$ cat config.mk
export PLATFORM = sky130hd
export DESIGN_NAME = game_flow_ctrl
export DESIGN_NICKNAME = d
export VERILOG_FILES = /design/src/rtl/game_flow_ctrl.sv
export SDC_FILE = /design/constraint.sdc
export NUM_CORES = 1
export LEC_CHECK = 0
export BUFFER_PORTS_ARGS = -buffer_cell sky130_fd_sc_hd__buf_2
export CORE_ASPECT_RATIO = 0.8
export CORE_MARGIN = 4
export CORE_UTILIZATION = 40
export DETAILED_ROUTE_END_ITERATION = 6
export GPL_TIMING_DRIVEN = 0
export MAX_ROUTING_LAYER = met4
export PLACE_DENSITY = 0.64
export SYNTH_ARGS = -nofsm -noshare
export SYNTH_HDL_FRONTEND = slang
export SYNTH_SLANG_ARGS = --single-unit
$ cat constraint.sdc
create_clock -name frame_clk -period 1.82 [get_ports frame_clk]
set_input_delay 0.091 -clock frame_clk [delete_from_list [all_inputs] [get_ports frame_clk]]
set_output_delay 0.091 -clock frame_clk [all_outputs]
set_load 0.01 [all_outputs]
$ cat src/rtl/game_flow_ctrl.sv
// game_flow_ctrl: top-level game-flow FSM fed by the keyboard command decoder
// (start/back pulses) and the sprite collision logic (hit). It tracks lives,
// death/respawn timing, post-respawn invulnerability and the game-over hold.
// All timing is counted in frames.
// Optional feature: define GAME_PAUSE_EN to enable the PAUSED state on back.
module game_flow_ctrl #(
  parameter int START_LIVES   = 3,
  parameter int DEATH_FRAMES  = 60,
  parameter int INVULN_FRAMES = 90,
  parameter int GAMEOVER_HOLD = 120
) (
  input  logic       frame_clk,
  input  logic       Reset,
  input  logic       start,
  input  logic       back,
  input  logic       hit,
  output logic [1:0] life,
  output logic [2:0] game_state,
  output logic       playing,
  output logic       respawn,
  output logic       invuln,
  output logic       game_over
);

  // One shared down-counter covers both the death delay and the game-over hold.
  localparam int TMAX = (DEATH_FRAMES > GAMEOVER_HOLD) ? DEATH_FRAMES : GAMEOVER_HOLD;
  localparam int TW   = $clog2(TMAX + 1);
  localparam int IMAX = (INVULN_FRAMES > 0) ? INVULN_FRAMES : 1;
  localparam int IW   = $clog2(IMAX + 1);

  localparam logic [TW-1:0] C_DEATH = TW'(DEATH_FRAMES);
  localparam logic [TW-1:0] C_HOLD  = TW'(GAMEOVER_HOLD);
  localparam logic [TW-1:0] C_T1    = TW'(1);
  localparam logic [IW-1:0] C_INV   = IW'(INVULN_FRAMES);
  localparam logic [IW-1:0] C_I1    = IW'(1);
  localparam logic [1:0]    C_LIVES = 2'(START_LIVES);

  typedef enum logic [2:0] {
    ST_TITLE    = 3'd0,
    ST_PLAYING  = 3'd1,
    ST_DYING    = 3'd2,
    ST_GAMEOVER = 3'd3,
    ST_PAUSED   = 3'd4
  } state_t;

  state_t        r_state, w_state_nx;
  logic [1:0]    r_life, w_life_nx;
  logic [TW-1:0] r_timer, w_timer_nx;
  logic [IW-1:0] r_inv, w_inv_nx;
  logic          r_respawn, w_respawn_nx;
  logic          w_inv_act;

  assign w_inv_act = (r_inv != '0);

  // State and counter registers; asynchronous reset returns to an idle title screen.
  always_ff @(posedge frame_clk or posedge Reset) begin
    if (Reset) begin
      r_state   <= ST_TITLE;
      r_life    <= 2'd0;
      r_timer   <= '0;
      r_inv     <= '0;
      r_respawn <= 1'b0;
    end else begin
      r_state   <= w_state_nx;
      r_life    <= w_life_nx;
      r_timer   <= w_timer_nx;
      r_inv     <= w_inv_nx;
      r_respawn <= w_respawn_nx;
    end
  end

  // Next-state logic: holds everything by default, respawn is a single-frame strobe.
  always_comb begin
    w_state_nx   = r_state;
    w_life_nx    = r_life;
    w_timer_nx   = r_timer;
    w_inv_nx     = r_inv;
    w_respawn_nx = 1'b0;
    case (r_state)
      ST_TITLE: begin
        if (start) begin
          w_state_nx   = ST_PLAYING;
          w_life_nx    = C_LIVES;
          w_timer_nx   = '0;
          w_inv_nx     = C_INV;
          w_respawn_nx = 1'b1;
        end
      end
      ST_PLAYING: begin
        // Invulnerability only runs down while actually playing.
        w_inv_nx = w_inv_act ? (r_inv - C_I1) : '0;
        if (hit && !w_inv_act) begin
          if (r_life > 2'd1) begin
            w_state_nx = ST_DYING;
            w_life_nx  = r_life - 2'd1;
            w_timer_nx = C_DEATH;
          end else begin
            w_state_nx = ST_GAMEOVER;
            w_life_nx  = 2'd0;
            w_timer_nx = C_HOLD;
          end
        end else if (back) begin
`ifdef GAME_PAUSE_EN
          w_state_nx = ST_PAUSED;
`else
          w_state_nx = ST_TITLE;
          w_life_nx  = 2'd0;
          w_inv_nx   = '0;
`endif
        end
      end
      ST_DYING: begin
        if (r_timer <= C_T1) begin
          w_state_nx   = ST_PLAYING;
          w_timer_nx   = '0;
          w_inv_nx     = C_INV;
          w_respawn_nx = 1'b1;
        end else begin
          w_timer_nx = r_timer - C_T1;
        end
      end
      ST_GAMEOVER: begin
        if (back) begin
          w_state_nx = ST_TITLE;
          w_life_nx  = 2'd0;
          w_timer_nx = '0;
        end else if (start && (r_timer == '0)) begin
          w_state_nx   = ST_PLAYING;
          w_life_nx    = C_LIVES;
          w_inv_nx     = C_INV;
          w_respawn_nx = 1'b1;
        end else if (r_timer != '0) begin
          w_timer_nx = r_timer - C_T1;
        end
      end
`ifdef GAME_PAUSE_EN
      ST_PAUSED: begin
        // Invulnerability counter is frozen here; resuming gives no respawn strobe.
        if (back) begin
          w_state_nx = ST_TITLE;
          w_life_nx  = 2'd0;
          w_inv_nx   = '0;
        end else if (start) begin
          w_state_nx = ST_PLAYING;
        end
      end
`endif
      default: begin
        w_state_nx = ST_TITLE;
        w_life_nx  = 2'd0;
        w_timer_nx = '0;
        w_inv_nx   = '0;
      end
    endcase
  end

  assign life       = r_life;
  assign game_state = r_state;
  assign playing    = (r_state == ST_PLAYING);
  assign game_over  = (r_state == ST_GAMEOVER);
  assign respawn    = r_respawn;
  assign invuln     = w_inv_act;

endmodule

* Word-level counts from Yosys, hierarchy flattened
Cells that the tools add are included.
** Storage, ports and cells
- Register bits :: 20
- Output and inout bits :: 9
- Input port bits :: 5
- Logic and storage cells :: 70
** Cells by class
- Reductions and logical operators :: 11
- Bitwise gates (word level) :: 1
- Eq/ne operators :: 12
- $lt $le $gt $ge :: 2
- Add/sub/neg operators :: 3
- Muxes and demuxes :: 36
** Operators with widths (number)
- two-way mux 7 bit :: 14
- case mux 7 bit (4 select lines) :: 2
- two-way mux 3 bit :: 6
- AND reduction 4 bit :: 4
- nonzero test 7 bit :: 2
- subtractor 7 x 1 -> 7 bit (second input constant) :: 2
- two-way mux 2 bit :: 6
- case mux 3 bit (4 select lines) :: 1
- != test 3 x 2 -> 1 bit (second input constant) :: 3
- case mux 2 bit (4 select lines) :: 1
- <= comparator 7 x 1 -> 1 bit (second input constant) :: 1
- logical NOT 7 bit :: 1
- == test 3 x 2 -> 1 bit (second input constant) :: 2
- != test 2 bit (second input constant) :: 3
- two-way mux 1 bit :: 5
- != test 2 x 1 -> 1 bit (second input constant) :: 2
- == test 3 x 1 -> 1 bit (second input constant) :: 1
- logical NOT 3 bit :: 1
- != test 3 bit (second input constant) :: 1
- case mux 1 bit (3 select lines) :: 1
- greater-than comparator 2 x 1 -> 1 bit (second input constant) :: 1
- logical AND 1 bit :: 2
- subtractor 2 x 1 -> 2 bit (second input constant) :: 1
- logical NOT 1 bit :: 1
- NOT 1 bit :: 1

* Longest topological paths before layout
- Depth in word-level cells :: 5
- Mapped depth :: 8
- Depth with buffers taken out :: 7

* Least setup slack after synthesis
No wires, ideal clock.
- Kind :: register -> register
- From :: register r_timer[4]
- To :: register r_life[0] (netlist: life[0])
- Data required time :: 1.701 ns
- Setup time :: 0.119 ns
- Arrival time :: 1.789 ns
- Cell stages (with the launch flop) :: 6
- Clock period less this slack :: 1.908 ns
- Setup slack :: -0.088 ns
- Path buffers :: 0
- Cell sequence :: dfrtp_1 or3_4 o32a_1 a31o_1 or3_1 o21a_1
** Between the ends
- Longest elaborated chain between the ends :: 4
** Ends and longest elaborated chain
- start, declared :: RTL line 48 : logic [TW-1:0] r_timer, w_timer_nx;
- start signal, assigned :: RTL line 66 : r_timer <= w_timer_nx;
- logical NOT 7 bit :: RTL line 127 : end else if (start && (r_timer == '0)) begin
- logical AND 1 bit :: RTL line 127
- != test 3 x 2 -> 1 bit (no source line)
- AND reduction 4 bit (no source line)
- end signal, assigned :: RTL line 65 : r_life <= w_life_nx;
- end, declared :: RTL line 47 : logic [1:0] r_life, w_life_nx;
Every way passes these cells.
A chain may end at the register's enable or synchronous reset.

* Worst setup path after layout
- From :: register r_timer[5]
- To :: register r_life[1] (netlist: life[1])
The elaborated chain is that of the path after synthesis.

==> results list <==
- The floorplan step defined a core boundary enclosing around 3100 um2.
- Setup repair after global routing could not meet its margin everywhere.
* Worst clock skew: 0.00390 ns
- Critical hold path startpoint: back
* Maximum number of pins on one net before global-route repair: 20
- STA classifies the critical path endpoint as a register.
- Clock-pin slew on the worst setup and hold paths: ~0.07 ns
- Number of inserted diodes: 0
* Post-Synthesis Cells: 149
* Final HPWL from detailed placement: about 2.3 mm
- Vias per Instance: 5.69
* CP max FO: 3
* Layout Area Growth over Synthesis: 37.8%
- The number of max-slew violations in the final report came to 0.
- The critical path starts at r_timer[5].
- Number of buffers created by CTS: 3
* Number of cells in the design after placement: roughly 200
- The startpoint identified for the worst register-to-register timing path is r_timer[5].
* Crit path time final: approximately 1.9 ns
- Most area-consuming cells after synthesis: sky130_fd_sc_hd__dfrtp_1 36%, sky130_fd_sc_hd__o21ai_0 6.5%, sky130_fd_sc_hd__nor2_1 4.0%
- First-pass GRT wire length: ~5.7 mm
- Power spread over the standard cell area amounts to ~1800 nW/um2.
- In this run the worst hold path is classified as input pin to register.
* Fraction of registers with async set or reset after synthesis: 100%
- Least setup slack across all paths after layout: -0.0653 ns
- Initial core utilization: between 40% and 50%
* Number of buffers inserted by port buffering: 12
* Max-cap check violation count: 0
- Leak: around 0.82 nW
- For the pin with the worst max-slew slack, the measured transition is 0.767 ns.
* Number of warning messages in the yosys log: 0
- Number of antenna violations at the first check in global routing: 0
- Total via count in the routed design: between 1k and 1.5k
- In the final timing run, aggregate negative setup slack is -0.127 ns.
- The final layout contains between 200 and 250 nets.
* Overflow left after global routing: 0
- TritonCTS clock tree: built
- For this block, the routed nets add up to about 3.5 mm of wire.
- Final hold slack: 0.197 ns
- In this run the deepest clock path goes through 2 buffers.
- Later-pin clock latency in the skew report: about 0.26 ns
- Vias in the first global route: 1186
- Maximum operating frequency: around 0.53 GHz
* Syn Std Cell Area: 1310 um2
* Kind of critical path: register to register
- Sequential share of the synthesized area: 36.2%
* Share of the synthesized area in the top cell type: between 30% and 40%
* Depth of the CTS H-tree: 1
- Worst slew margin relative to its limit: between 40% and 50%
* Clock root cell: sky130_fd_sc_hd__clkbuf_8
- Of all cell types, the one taking the most synthesized area is sky130_fd_sc_hd__dfrtp_1.
- Commonest non-fill, non-tap cells in the layout: 26 x sky130_fd_sc_hd__buf_4, 16 x sky130_fd_sc_hd__dfrtp_1, 15 x sky130_fd_sc_hd__o21ai_0, 13 x sky130_fd_sc_hd__nor2_1, 13 x sky130_fd_sc_hd__buf_2
- Averaged over all synthesized cells, the footprint is roughly 9 um2.
* All-Layer GR Usage: 18.1%
* Number of top-level pins: 14
- Die Wd: between 70 and 80 um
- The count of nets left with antenna violations once routing finished came out at 0.
* Cell with the largest stage delay on the worst path: sky130_fd_sc_hd__dfrtp_2
- For this block, the initial DRC count from the detailed router was 49.
* Endpoints failing hold: 0
- For this run, the leading register cell type out of synthesis is sky130_fd_sc_hd__dfrtp_1.
- Run status: finished, violations left
- DR pass1 iterations: 4
* Worst ir drop on vdd: 0.000788 V
- Cells with a size suffix above 1 make up roughly two fifths of the layout.
- Placement row count: 18
* Post-detailed-route DRC marker count: 0
- Most common library cell in the layout ignoring fill and taps: sky130_fd_sc_hd__buf_4
* Failing checks: setup timing
- On the worst path, the slowest cell contributes a delay of ~0.4 ns.
- Critical-path cell list: or3_4 -> o32a_1 -> a31o_1 -> buf_4 -> o32a_2
- In this run, synthesis inferred 0 flip-flops with an integrated enable.
- Utilization after layout: approximately three fifths
- Clock tree synthesis found a total of 19 sinks.
- Required time of the critical path: slightly below 2 ns
* Syn nets: 158
- Setup-failing EPs final: 3
- Share of the clock period used by the worst path: 104%
* Average detailed-routed wire length per instance: approximately 15 um
* Library cells used by synthesis: 47
* Number of standard cells in the final layout excluding fillers: 232
* FF+latch count, synth: 19
* Overall die height: 59.2 um
- Data on the critical path arrives at its endpoint at about 2.0 ns.
- Area enclosed by the die boundary: roughly 4300 um2
- The worst setup path is launched from a register.
- The congestion estimate from routability-driven global placement came to approximately 0.81.
==> area by class of cell <==
class                      count  area (um2)
clock inverter                 1        5.00
tap                           40        50.0
fill                         264        1300
sequential                    19         479
multi-input combinational    111         850
timing repair buffer          39         279
buffer                         6        56.3
inverter                      13        48.8
clock buffer                   3        41.3
==> timing repair <==
item,CTS,global route
cloned,1,0
pin swaps,5,7
endpoints found under the hold margin,19,0
gates resized for setup,17,15
buffers inserted,13,12
endpoints found under the setup margin,15,11
hold buffers,1,0
==> power by group <==
part | switching, mW | total [mW] | internal (mW)
Sequential | 0.185 | 0.786 | 0.601
Combinational | 1.07 | 2.14 | 1.07
Clock | 0.150 | 0.302 | 0.153
==> Yosys cell counts, types with 3 or more instances <==
cell type                  count
sky130_fd_sc_hd__inv_1        13
sky130_fd_sc_hd__ha_1          4
sky130_fd_sc_hd__o21ai_0      17
sky130_fd_sc_hd__nand2b_1      4
sky130_fd_sc_hd__dfrtp_1      19
sky130_fd_sc_hd__buf_6         3
sky130_fd_sc_hd__nor3_1        7
sky130_fd_sc_hd__a22o_1        4
sky130_fd_sc_hd__a21oi_1       5
sky130_fd_sc_hd__o31ai_1       4
sky130_fd_sc_hd__a31oi_1       3
sky130_fd_sc_hd__nand2_1      10
sky130_fd_sc_hd__nor2_1       14
==> sequential cells by signal (all words and copies together), names as in the netlist <==
| signal | flops |
|---|---|
| respawn | 1 |
| r_inv | 7 |
| life | 2 |
| game_state | 2 |
| r_timer | 7 |
==> worst paths after layout <==
kind / endpoint / slack, ns / cells past startpoint
max: life[1] / -0.07 / 5
min: r_inv[6] / 0.20 / 3
max reg2reg: life[1] / -0.07 / 5
min reg2reg: life[0] / 0.55 / 1
max in group asynchronous: r_timer[4] / 0.78 / 3
min in group asynchronous: r_inv[5] / 0.51 / 3
==> routing by layer <==
metal	track usage (%)	vias to the layer above	part of all wire [%]	wire, um
met5	-	-	0	0
met4	6.17	0	1.7	59
met3	4.58	6	6.4	225
met2	24.9	41	42	1470
met1	25.7	639	50	1760
li1	-	635	-	-
==> cells by family (layout without fill, tap and decap cells) <==
logic type | Yosys count | after routing | synth area share [%]
AO/OA/AOI/OAI | 52 | 52 | 28.6
XOR/XNOR | 1 | 1 | 0.667
adder cells (fa/ha/maj) | 4 | 4 | 3.81
buffers and inverters | 19 | 62 | 7.82
flip-flops | 19 | 19 | 36.2
multiplexers | 2 | 2 | 1.72
other | 1 | 1 | 0.286
AND/OR/NAND/NOR | 51 | 51 | 20.9
==> worst max-delay path, delay by kind of cell, from the launching register on <==
| kind | cells | cell delay (ns) |
|---|---|---|
| AND/OR/NAND/NOR | 1 | 0.38 |
| buffers and inverters | 1 | 0.14 |
| AO/OA/AOI/OAI | 3 | 0.85 |
| flip-flops | 1 | 0.41 |
==> per-stage QoR <==
| stage | worst slack (ns) | area [um2] | power, mW |
|---|---|---|---|
| after floorplan | -0.0184 | 1320 | 1.89 |
| after global placement | -0.226 | 1430 | 2.21 |
| after detailed placement | -0.226 | 1430 | 2.25 |
| after CTS | -0.0773 | 1670 | 2.91 |
| after global routing | -0.122 | 1810 | 3.47 |
| final | -0.0653 | 1810 | 3.23 |
Power figures use the tool's default switching activity.
